**src/rtl/intt_pkg.sv**
```systemverilog
// Shared definitions for the INTT control unit: FSM encoding, geometry,
// twiddle ROM layout and twiddle fan-out codes.
package intt_pkg;

  localparam int WORDS   = 512;
  localparam int ADDR_W  = 9;
  localparam int TF_W    = 11;
  localparam int STAGE_W = 4;

  localparam logic [3:0] TF_SEL_S0  = 4'd11;
  localparam logic [3:0] TF_SEL_S1  = 4'd10;
  localparam logic [3:0] TF_SEL_OFF = 4'd0;

  typedef enum logic [1:0] {
    ST_IDLE,
    ST_RUN,
    ST_DRAIN,
    ST_DONE
  } intt_state_t;

  typedef struct packed {
    logic              we;
    logic              half;
    logic              scale;
    logic [ADDR_W-1:0] addr;
  } wr_ctl_t;

  // Each stage s owns max(WORDS >> s, 1) consecutive twiddle words in the ROM.
  function automatic logic [TF_W-1:0] tf_base(input logic [STAGE_W-1:0] s);
    logic [TF_W-1:0] acc;
    acc = '0;
    for (int k = 0; k < (1 << STAGE_W); k++) begin
      if (k < int'(s)) begin
        acc = acc + (((WORDS >> k) > 1) ? TF_W'(WORDS >> k) : TF_W'(1));
      end
    end
    return acc;
  endfunction

  function automatic logic [3:0] tf_sel_code(input logic [STAGE_W-1:0] s);
    logic [3:0] code;
    code = TF_SEL_OFF;
    if (s == STAGE_W'(0)) code = TF_SEL_S0;
    else if (s == STAGE_W'(1)) code = TF_SEL_S1;
    return code;
  endfunction

endpackage

```
**src/rtl/intt_dly_line.sv**
```systemverilog
// Fixed-depth shift register used to align control with the datapath pipeline.
module intt_dly_line #(
  parameter int WIDTH = 1,
  parameter int DEPTH = 1
) (
  input  logic             clk,
  input  logic             rst,
  input  logic [WIDTH-1:0] din,
  output logic [WIDTH-1:0] dout
);

  logic [WIDTH-1:0] pipe [DEPTH];

  always_ff @(posedge clk or posedge rst) begin
    if (rst) begin
      for (int i = 0; i < DEPTH; i++) pipe[i] <= '0;
    end else begin
      pipe[0] <= din;
      for (int i = 1; i < DEPTH; i++) pipe[i] <= pipe[i-1];
    end
  end

  assign dout = pipe[DEPTH-1];

endmodule

```
**src/rtl/intt_cu.sv**
```systemverilog
// Control unit for an in-place Gentleman-Sande INTT: sequences LOG_N stages of
// 512 word reads, with writes ping-ponging between the a_r and a_l halves.
module intt_cu
  import intt_pkg::*;
#(
  parameter int LOG_N                = 12,
  parameter int COMMON_BRAM_DELAY    = 2,
  parameter int COMMON_NTT_PIP_DELAY = 9
) (
  input  logic              clk,
  input  logic              rst,
  input  logic              intt_start,
  output logic              coe_mux_sel,
  output logic [3:0]        tf_mux_sel,
  output logic              swap_mux0_sel,
  output logic              o_scale_en,
  output logic              o_we_a_l,
  output logic              o_we_a_r,
  output logic [ADDR_W-1:0] o_addr_a_l,
  output logic [ADDR_W-1:0] o_addr_a_r,
  output logic [ADDR_W-1:0] o_addr_b_l,
  output logic [ADDR_W-1:0] o_addr_b_r,
  output logic [TF_W-1:0]   o_addr_tf,
  output logic              o_busy,
  output logic              intt_done
);

  localparam int DRAIN_W = $clog2(COMMON_NTT_PIP_DELAY + 1);
  localparam logic [DRAIN_W-1:0] DRAIN_LAST = DRAIN_W'(COMMON_NTT_PIP_DELAY - 1);
  localparam logic [STAGE_W-1:0] LAST_STAGE = STAGE_W'(LOG_N - 1);
  localparam logic [ADDR_W-1:0]  LAST_WORD  = ADDR_W'(WORDS - 1);

  intt_state_t        state;
  logic [STAGE_W-1:0] stage;
  logic [ADDR_W-1:0]  rd_addr;
  logic               rd_active;
  logic [DRAIN_W-1:0] drain_cnt;
  logic               busy;
  logic               done;

  wire last_stage = (stage == LAST_STAGE);

  // DRAIN waits out the pipeline so the next stage never reads a word before
  // the previous stage has written it back.
  always_ff @(posedge clk or posedge rst) begin
    if (rst) begin
      state     <= ST_IDLE;
      stage     <= '0;
      rd_addr   <= '0;
      rd_active <= 1'b0;
      drain_cnt <= '0;
      busy      <= 1'b0;
      done      <= 1'b0;
    end else begin
      done <= 1'b0;
      case (state)
        ST_IDLE, ST_DONE: begin
          if (intt_start) begin
            state     <= ST_RUN;
            stage     <= '0;
            rd_addr   <= '0;
            rd_active <= 1'b1;
            busy      <= 1'b1;
          end else begin
            state <= ST_IDLE;
          end
        end
        ST_RUN: begin
          if (rd_addr == LAST_WORD) begin
            rd_addr   <= '0;
            rd_active <= 1'b0;
            drain_cnt <= '0;
            state     <= ST_DRAIN;
          end else begin
            rd_addr <= rd_addr + ADDR_W'(1);
          end
        end
        ST_DRAIN: begin
          if (drain_cnt == DRAIN_LAST) begin
            drain_cnt <= '0;
            if (last_stage) begin
              state <= ST_DONE;
              stage <= '0;
              busy  <= 1'b0;
              done  <= 1'b1;
            end else begin
              state     <= ST_RUN;
              stage     <= stage + STAGE_W'(1);
              rd_active <= 1'b1;
            end
          end else begin
            drain_cnt <= drain_cnt + DRAIN_W'(1);
          end
        end
        default: state <= ST_IDLE;
      endcase
    end
  end

  wr_ctl_t wr_in;
  wr_ctl_t wr_out;

  always_comb begin
    wr_in       = '0;
    wr_in.we    = rd_active;
    wr_in.half  = rd_active & stage[0];
    wr_in.scale = rd_active & last_stage;
    wr_in.addr  = rd_addr;
  end

  intt_dly_line #(
    .WIDTH($bits(wr_ctl_t)),
    .DEPTH(COMMON_NTT_PIP_DELAY)
  ) u_wr_dly (
    .clk (clk),
    .rst (rst),
    .din (wr_in),
    .dout(wr_out)
  );

  logic [3:0] tf_sel_in;
  assign tf_sel_in = rd_active ? tf_sel_code(stage) : TF_SEL_OFF;

  intt_dly_line #(
    .WIDTH(4),
    .DEPTH(COMMON_BRAM_DELAY)
  ) u_tf_sel_dly (
    .clk (clk),
    .rst (rst),
    .din (tf_sel_in),
    .dout(tf_mux_sel)
  );

  // Swap select must settle two cycles ahead of the write it steers.
  logic swap_in;
  assign swap_in = rd_active & (stage < STAGE_W'(3));

  intt_dly_line #(
    .WIDTH(1),
    .DEPTH(COMMON_NTT_PIP_DELAY - 2)
  ) u_swap_dly (
    .clk (clk),
    .rst (rst),
    .din (swap_in),
    .dout(swap_mux0_sel)
  );

  assign o_addr_b_l  = rd_addr;
  assign o_addr_b_r  = rd_addr;
  assign coe_mux_sel = rd_active & stage[0];
  assign o_addr_tf   = rd_active ? (tf_base(stage) + TF_W'(rd_addr >> stage)) : '0;

  assign o_we_a_r   = wr_out.we & ~wr_out.half;
  assign o_we_a_l   = wr_out.we & wr_out.half;
  assign o_addr_a_r = o_we_a_r ? wr_out.addr : '0;
  assign o_addr_a_l = o_we_a_l ? wr_out.addr : '0;
  assign o_scale_en = wr_out.scale;

  assign o_busy    = busy;
  assign intt_done = done;

endmodule

```
**config.mk**
```make
export PLATFORM = sky130hd
export DESIGN_NAME = intt_cu
export DESIGN_NICKNAME = d
export VERILOG_FILES = /design/src/rtl/intt_pkg.sv /design/src/rtl/intt_dly_line.sv /design/src/rtl/intt_cu.sv
export SDC_FILE = /design/constraint.sdc
export NUM_CORES = 1
export LEC_CHECK = 0
export ABC_AREA = 1
export BUFFER_PORTS_ARGS = -buffer_cell sky130_fd_sc_hd__buf_2
export CORE_UTILIZATION = 50
export CTS_CLUSTER_SIZE = 16
export DETAILED_ROUTE_END_ITERATION = 8
export PLACE_DENSITY = 0.74
export SLEW_MARGIN = 25
export SYNTH_ARGS = -nofsm -noshare
export SYNTH_HDL_FRONTEND = slang
export SYNTH_HIERARCHICAL = 1
export SYNTH_SLANG_ARGS = --single-unit
```
**constraint.sdc**
```tcl
create_clock -name clk -period 4.8 [get_ports clk]
set_input_delay 0.24 -clock clk [delete_from_list [all_inputs] [get_ports clk]]
set_output_delay 0.24 -clock clk [all_outputs]
set_load 0.01 [all_outputs]
```
; ---- After elaboration in Yosys (flattened, before gate mapping)
; Index checks and enable logic that the tools add are counted.
[op_classes]
add_sub_neg = 18
n_lt_le_gt_ge = 16
n_eq_ne = 12
shifts = 1
muxes = 47
n_bitwise = 6
n_reduce_logical = 12
[op_table]
columns = operator, n
row1 = $mux 11, 15
row2 = $add 11x1->11 const B, 6
row3 = $mux 9, 4
row4 = $mux 4, 8
row5 = $lt 4x4->1 const A, 7
row6 = $pmux 9 s2, 1
row7 = $lt 3x4->1 const A, 4
row8 = $pmux 4 s2, 2
row9 = $add 11x11->11, 1
row10 = $add 11x2->11 const B, 1
row11 = $add 11x3->11 const B, 1
row12 = $add 11x4->11 const B, 1
row13 = $add 11x5->11 const B, 1
row14 = $add 11x6->11 const B, 1
row15 = $add 11x7->11 const B, 1
row16 = $add 11x8->11 const B, 1
row17 = $add 11x9->11 const B, 1
row18 = $shr 9x4->11, 1
row19 = $mux 1, 10
row20 = $mux 10, 1
row21 = $ne 2x2->1 const B, 5
row22 = $add 9x1->9 const B, 1
row23 = $eq 9x9->1 const B, 1
row24 = $add 4x1->4 const B, 2
row25 = other kinds (20), 35
[word_totals]
reg_bits = 145
output_inout_bits = 58
wordCells = 137

; ---- Logic depth before layout (Yosys ltp)
; Gate-level depths: netlist (run 1).
[depth]
ltp_word = 32
depth_mapped = 35
ltp_nobuf = 34

; ---- By module
; Netlist (run 1), hierarchy kept.
[modules_own_cells]
columns = module, instances, cells_per_inst, area_per_inst_um2
row1 = intt_dly_line (u_wr_dly), 1, 121, 2796.4
row2 = intt_cu, 1, 451, 2788.9
row3 = intt_dly_line (u_tf_sel_dly), 1, 13, 234.0
row4 = intt_dly_line (u_swap_dly), 1, 8, 178.9

; ---- Worst setup path before layout (run 1)
; No wires, ideal clock.
[synth_path]
path_type = register to output
start = reg stage[0]
end = out o_addr_tf[10]
arrival_time_ns = 4.683
setup_slack_ns = -0.123
path_stages_with_launch = 32
path_cell_list = dfrtp_1 clkbuf_1 inv_1 ha_1 o21ai_1 ha_1 nand3_1 nand2_1 ha_1 inv_1 nand2_1 nand2_1 inv_1 ha_1 nand2_1 nand2_2 ha_1 nand2_1 nand2_2 ha_1 nand2_1 nand2_1 inv_1 fa_1 nand3b_1 nand2_1 nand4_1 nand3_1 nand2_1 a21boi_0 nor2_1 nor2_1
[synth_via]
elab_chain_cells = 32
elab_cells_between_ends = 47
cone_classes = add/sub (15) / order compare (15) / shift (1) / mux (16)
[synth_lines]
columns = element, line
row1 = "start, declared", intt_cu.sv:34  ; logic [STAGE_W-1:0] stage;
row2 = "start signal, assigned", intt_cu.sv:88  ; stage <= stage + STAGE_W'(1);
row3 = $lt 1x4->1, intt_pkg.sv:33  ; if (k < int'(s)) begin
row4 = $mux 10, intt_pkg.sv:33
row5 = $add 11x9->11, intt_pkg.sv:34  ; acc = acc + (((WORDS >> k) > 1) ? TF_W'(WORDS >> k) : TF_W'(1));
row6 = $mux 11, intt_pkg.sv:33
row7 = $add 11x8->11, intt_pkg.sv:34
row8 = $mux 11, intt_pkg.sv:33
row9 = $add 11x7->11, intt_pkg.sv:34
row10 = $mux 11, intt_pkg.sv:33
row11 = [16 not listed], n/a
row12 = $add 11x1->11, intt_pkg.sv:34
row13 = $mux 11, intt_pkg.sv:33
row14 = $add 11x1->11, intt_pkg.sv:34
row15 = $mux 11, intt_pkg.sv:33
row16 = $add 11x1->11, intt_pkg.sv:34
row17 = $mux 11, intt_pkg.sv:33
row18 = $add 11x11->11 (*), intt_cu.sv:151  ; assign o_addr_tf = rd_active ? (tf_base(stage) + TF_W'(rd_addr >> stage)) : '0;
row19 = $mux 11 (*), intt_cu.sv:151
row20 = "end, declared", intt_cu.sv:23  ; output logic [TF_W-1:0] o_addr_tf,
; Every way passes the cells marked *; elsewhere a longest branch is shown, timed or not.

; ---- Worst setup path in the final report (run 1)
[layout_path]
start = reg stage[1]
end = out o_addr_tf[10]
; Same word-level chain as after synthesis.

==> impl_results.md, run 1 <==
- Outcome: finished, violations left
- Violated checks: DRC, setup timing
- Final worst setup slack: -82.61 ps
- Netlist Area Pre-Place: 0.005998 mm2
- Fin area: ~0.0073 mm2
- Die Area: 0.01244 mm2
- Global-route usage over all layers: 19.11%
- Standard-cell rows: 39
- Top cells by area, synth: dfrtp_1 (60%), inv_1 (5.4%), nand2_1 (5.1%)
- Layout Nets: between 600 and 700
- Final hold slack: 146.2 ps
- Yosys warnings: 6
- Die Wd: ~110 um
- Worst Setup End Kind: output port
- Count of final hold-check violations: 0
- Main synth FF type: dfrtp_1
- Gpl congestion: ~0.85
- CP max stage delay: around 390 ps
- Total number of vias: a little over 4,000
- Distinct cells, synth: 40
- Syn nets: 619
- Skew-Pair Late Insertion Delay: between 400 and 500 ps
- Slowest-stage cell, CP: fa_2
- CP Launch Type: register
- Post-route insts no fill: 818
- I/O pins: 61
- Asr flop ratio synth: 100.0%
- Max_cap viols: 0
- Layout filler cell count: around 900
- Area Growth Syn to Fin: 21.42%
- CTS tree: done
- Gate Count Post-Synth: 593
- Final setup vio count: 3
- CP delay by family, top: adder cells
- Crit path buf inv count: 5
- DR vias/cell: 4.985
- Setup TNS: -164.5 ps
- Final setup skew: 12.87 ps
- Placed cell area: 0.006305 mm2
- Post-synth EDFFs: 0
- Root Buffer: clkbuf_16
- Detailed-route DRC error count: 4
- Worst Hold Class: primary input to register
- Number of synthesized register bits: 145
- Worst path required time: 4560 ps
- Port Buf Inserts: 60
- Clk buf depth: 2
- H-tree levels: 4
- First-pass iteration count of the detailed router: 6
- Layout cells sized above 1: 27.11%
- Max Slew Vio Count: 0
- Fmax: 204.8 MHz
- Crit path DAT: 4640 ps
- First-pass GRT wire length: 18,400 um
- Total wire length: 11,220 um
- Leading area contributor after synthesis: dfrtp_1
- Most numerous cell in the Yosys netlist: dfrtp_1
- Total core area: about 0.012 mm2
- Grt ovf: 0
- Finished Core Util: between 60 and 70%
- Unrepaired setup endpoints after global routing: yes
- Slew margin rel.: between 40% and 50%
- Initial antenna violation count: 0
- Final ANT Viol Nets: 0
- Antenna diodes: 0
- Leakage: 0.003675 uW
- Sequential share of the synthesized area: between 60% and 70%
- Iter 0 DRT Violations: 260
- Placed Cells: 771
- Least-Margin Pin Slew: 840.2 ps
- Final Critical Period: slightly below 5000 ps
- Clock sink count: 145
- PD cells: around 350 mW/mm2
- Avg Cell Area, Syn: 10.12 um2
- CP Max Fanout: 3
- Largest net degree at the start of global routing: 56
- Vias in the first global route: 4,055
- Fin crit share: 101.7%
- Max VDD drop: 0.1900 mV
- Most instantiated cells after synthesis: dfrtp_1 (145), inv_1 (87), nand2_1 (81)
- WS Path Type: register to output port
- Top-area cell type share of the netlist area: approximately 60%
- Final HPWL DP: 7463 um
- Initial Util: 51.87%
- WL/cell: 13.72 um
- CTS buffer count: 17
- Die Y-Extent: 111.5 um
- Clk pin slew, worst setup/hold paths: 60 ps
-- flip-flops by register name, indices dropped and copies added (netlist names), 2 cells and up --
register	cells
u_wr_dly/pipe	96
u_wr_dly/dout	12
o_addr_b_l	9
u_swap_dly/pipe	6
drain_cnt	4
stage	4
u_tf_sel_dly/dout	4
u_tf_sel_dly/pipe	4
state	2
-- worst paths after layout --
check	startpoint	to	slack, ps	cells past startpoint
max	stage[1]	o_addr_tf[10]	-80	32
min	intt_start	o_busy	150	3
max reg2reg	o_addr_b_l[1]	drain_cnt[2]	2440	12
min reg2reg	u_swap_dly/pipe[5]	u_swap_dly/pipe[4]	340	0
max in group asynchronous	rst	u_wr_dly/dout[3]	3200	4
min in group asynchronous	rst	u_swap_dly/pipe[6]	360	3
-- final cells by class --
cell class	count	area (um2)	share of cell area, %
Clock buffer	23	478.0	6.562
Clock inverter	8	128.9	1.769
Inverter	95	361.6	4.965
Multi-Input combinational cell	314	1976	27.13
Sequential cell	145	3628	49.82
Tap cell	143	178.9	2.457
Timing Repair Buffer	90	531.8	7.301
-- per-stage QoR --
step           total power (uW)  setup WS, ps
2_1_floorplan              1266         4.477
3_3_place_gp               1273         53.57
3_5_place_dp               1275        -58.71
4_1_cts                    2609        -11.50
5_1_grt                    2663        -325.5
6_report                   2574        -82.61
-- tightest hold or removal path, cell delays in order --
cell,delay (ps)
buf_2,90
inv_1,90
o22ai_1,90
-- where the power goes --
part           internal (uW)  switching [uW]
registers               1220           0.433
logic                   2.83            24.1
clock network            856             467
total                   2080             491
-- cell families (layout without fill, tap and decap cells) --
group                    Yosys count  in the layout  share of synthesized area [%]
XOR/XNOR                           8              8                          1.168
buffers and inverters            134            216                          10.70
flip-flops                       145            145                          60.49
adder cells (fa/ha/maj)           23             23                          4.923
AO/OA/AOI/OAI                     70             70                          6.654
AND/OR/NAND/NOR                  212            212                          16.00
other                              1              1                        0.06252
-- cell usage in the layout (no fill, tap or decap), drive strengths merged, types with 3 or more instances in the layout --
cell type and count:
clkinvlp 4, clkbuf 23, clkinv 6, xor2 5, nor2 69, o211ai 3
nor3 13, buf 89, o22ai 6, nand2 91, nand4 6, dfrtp 145
nand3 29, xnor2 3, bufinv 3, a21oi 18, inv 90, ha 22
o21ai 34
-- per-layer routing --
metal / wire length (um) / vias up / GRT usage [%]
met5: 0 / - / 0
met4: 314 / 0 / 10.36
met3: 519 / 32 / 4.682
met2: 5946 / 114 / 33.42
met1: 4441 / 1954 / 21.59
li1: - / 1978 / -
-- repair_timing --
action / CTS / global route
gates resized for setup: 26 / 34
setup endpoints to repair: 8 / 8
hold buffers: 1 / 0
hold endpoints to repair: 69 / 0
buffers inserted: 8 / 7
pin swaps: 22 / 25
(Power assumes the default switching activity.)
==> run 2: changes to the inputs <==
--- a/config.mk
+++ b/config.mk
@@ -7,6 +7,7 @@
 export LEC_CHECK = 0
 export ABC_AREA = 1
 export BUFFER_PORTS_ARGS = -buffer_cell sky130_fd_sc_hd__buf_2
+export CORE_MARGIN = 2
 export CORE_UTILIZATION = 50
 export CTS_CLUSTER_SIZE = 16
 export DETAILED_ROUTE_END_ITERATION = 8
==> constraint.sdc (replaced) <==
create_clock -name clk -period 4.8 [get_ports clk]
set_input_delay 0.24 -clock clk [delete_from_list [all_inputs] [get_ports clk]]
set_output_delay 0.24 -clock clk [all_outputs]
set_load 0.005 [all_outputs]
==> run 2 against run 1 <==
The run ends with setup timing left. Critical endpoint unchanged. Largest cell class unchanged. Combinational power about the same. First-iteration DRC count grew 16%. Sequential power is essentially flat. Clock skew decreased by 8.1 ps. Clock power about the same.
==> impl_results.md, run 2 (synthesized netlist as in run 1, its figures left out) <==
- WL/cell: 13.15 um (was 13.72 um)
- CTS tree: done (unchanged)
- Final setup skew: 4.777 ps (was 12.87 ps)
- Slowest-stage cell, CP: fa_2 (unchanged)
- Iter 0 DRT Violations: 301 (was 260)
- Placed cell area: 0.006292 mm2 (was 0.006305 mm2)
- Count of final hold-check violations: 0 (unchanged)
- Least-Margin Pin Slew: 870.8 ps (was 840.2 ps)
- Worst path most repeated cell: nand2_2
- Area Growth Syn to Fin: 20.63% (was 21.42%)
- WS Path Type: register to output port (unchanged)
- Total number of vias: 4,048 (was 4,078)
- Grt ovf: 0 (unchanged)
- Reg area: 0.003630 mm2 (was 0.003628 mm2)
- DP Worst Slack: -228.8 ps (was -58.71 ps)
- Clock sink count: 145 (unchanged)
- Slew margin rel.: 41.88% (was 43.92%)
- Final worst setup slack: -7.109 ps (was -82.61 ps)
- CP Launch Type: register (unchanged)
- Final setup vio count: 1 (was 3)
- Root Buffer: clkbuf_16 (unchanged)
- Global-route usage over all layers: 18.06% (was 19.11%)
- Crit path DAT: 4570 ps (was 4640 ps)
- Largest net degree at the start of global routing: 80 (was 56)
- Antenna diodes: 0 (unchanged)
- Worst Setup End Kind: output port (unchanged)
- Max reg flops: 96 (unchanged)
- WP depth: 32 (unchanged)
- Fmax: 208.0 MHz (was 204.8 MHz)
- Die Wd: 113.5 um (was 111.5 um)
- WHS Path Cells: 3 (unchanged)
- CTS buffer count: 17 (unchanged)
- First-pass iteration count of the detailed router: 4 (was 6)
- Final ANT Viol Nets: 0 (unchanged)
- Commonest cells after routing, fill and taps aside: dfrtp_1 (144), inv_1 (77), nand2_1 (71), nor2_1 (66), buf_2 (60) (was dfrtp_1 (145), inv_1 (80), nand2_1 (71), nor2_1 (63), buf_2 (60))
- Clk pin slew, worst setup/hold paths: 60 ps (about the same)
- I/O pins: 61 (unchanged)
- Vias in the first global route: 3,985 (was 4,055)
- H-tree levels: 4 (unchanged)
- Layout Nets: 686 (was 689)
- Fin crit share: 100.1% (was 101.7%)
- Skew-Pair Late Insertion Delay: 410 ps (was 420 ps)
- Unrepaired setup endpoints after global routing: yes (unchanged)
- CP delay by family, top: adder cells (unchanged)
- Die Y-Extent: 113.5 um (was 111.5 um)
- DR vias/cell: 4.937 (was 4.985)
- Layout filler cell count: 936 (was 913)
- Final HPWL DP: 7514 um (was 7463 um)
- Max_cap viols: 0 (unchanged)
- Setup TNS: -7.109 ps (was -164.5 ps)
- Layout cells sized above 1: 27.19% (was 27.11%)
- Clk buf depth: 2 (unchanged)
- Outcome: finished, violations left (unchanged)
- PD cells: 352.7 mW/mm2 (was 353.5 mW/mm2)
- Multi-input combinational cell area: 0.001939 mm2 (was 0.001976 mm2)
- Gpl congestion: 0.8636 (was 0.8470)
- Max Slew Vio Count: 0 (unchanged)
- Violated checks: setup timing (was DRC, setup timing)
- Total wire length: 10,780 um (was 11,220 um)
- Fin area: 0.007236 mm2 (was 0.007283 mm2)
- Commonest non-fill, non-tap cell in the layout: dfrtp_1 (unchanged)
- First-pass GRT wire length: 18,130 um (was 18,400 um)
- Port Buf Inserts: 60 (unchanged)
- Total core area: 0.01186 mm2 (was 0.01156 mm2)
- Initial Util: 50.57% (was 51.87%)
- CP Max Fanout: 2 (was 3)
- Leakage: 0.003646 uW (was 0.003675 uW)
- Die Area: 0.01289 mm2 (was 0.01244 mm2)
- Max VDD drop: 0.2127 mV (was 0.1900 mV)
- Worst Hold Class: primary input to register (unchanged)
- Worst path required time: 4560 ps (about the same)
- Crit path buf inv count: 5 (unchanged)
- Standard-cell rows: 40 (was 39)
- Finished Core Util: 61.00% (was 62.98%)
- Largest reg by FF count: u_wr_dly/pipe (unchanged)
- Detailed-route DRC error count: 0 (was 4)
- FF-to-FF path depth: 12 (unchanged)
- CP max stage delay: 380 ps (was 390 ps)
- Final Critical Period: 4807 ps (was 4883 ps)
- Initial antenna violation count: 0 (unchanged)
run 2: cell count changes in the layout (fill, tap and decap cells not counted), sizes merged:
| cell | delta |
|---|---|
| clkbuf | -4 |
| bufinv | -1 |
| inv | +3 |
| clkinv | +3 |
| buf | -3 |
run 2: worst paths after layout:
kind / start / to / slack (ps)
setup / recovery: stage[1] / o_addr_tf[10] / -7
hold / removal: intt_start / o_busy / 160
setup reg to reg: o_addr_b_l[1] / drain_cnt[2] / 2410
hold reg to reg: u_tf_sel_dly/pipe[5] / u_tf_sel_dly/dout[1] / 340
max in group asynchronous: rst / u_wr_dly/dout[2] / 3430
min in group asynchronous: rst / u_swap_dly/pipe[3] / 370
run 2: tightest hold or removal path, cell delays in order:
cell and delay, ps:
buf_2 90, inv_1 90, o22ai_1 100
run 2: area by class of cell:
type | instances | area share, %
inverter | 95 | 5.032
tap | 147 | 2.542
multi-input combinational | 314 | 26.80
timing repair buffer | 87 | 7.090
clock inverter | 13 | 2.110
sequential | 145 | 50.16
clock buffer | 19 | 6.260
run 2: through the flow:
stage / hold slack (ps) / instances / power [uW]
after floorplan: 43.40 / 593 / 1266
after detailed placement: 256.7 / 773 / 1274
final: 164.2 / 820 / 2552
after CTS: 136.6 / 817 / 2584
after global placement: 241.8 / 773 / 1273
after global routing: 142.2 / 820 / 2650
run 2: what timing repair did:
item | 4_1_cts | 5_1_grt
hold endpoints to repair | 44 | 0
buffers inserted | 11 | 3
pin swaps | 32 | 24
setup endpoints to repair | 8 | 8
hold buffers | 1 | 0
resized for setup | 33 | 24
run 2: per-layer routing:
| metal | vias to the layer above | part of all wire (%) | global-route usage, % |
|---|---|---|---|
| li1 | 1981 | - | - |
| met1 | 1935 | 41 | 21.22 |
| met2 | 109 | 53 | 31.50 |
| met3 | 23 | 3.6 | 5.048 |
| met4 | 0 | 2.0 | 7.236 |
| met5 | - | 0 | 0 |
run 2: report_power, final:
group	internal, uW	switching (uW)	leakage (uW)
Combinational	3.10	24.0	0.00173
Clock	801	499	0.000286
Sequential	1220	0.380	0.00163
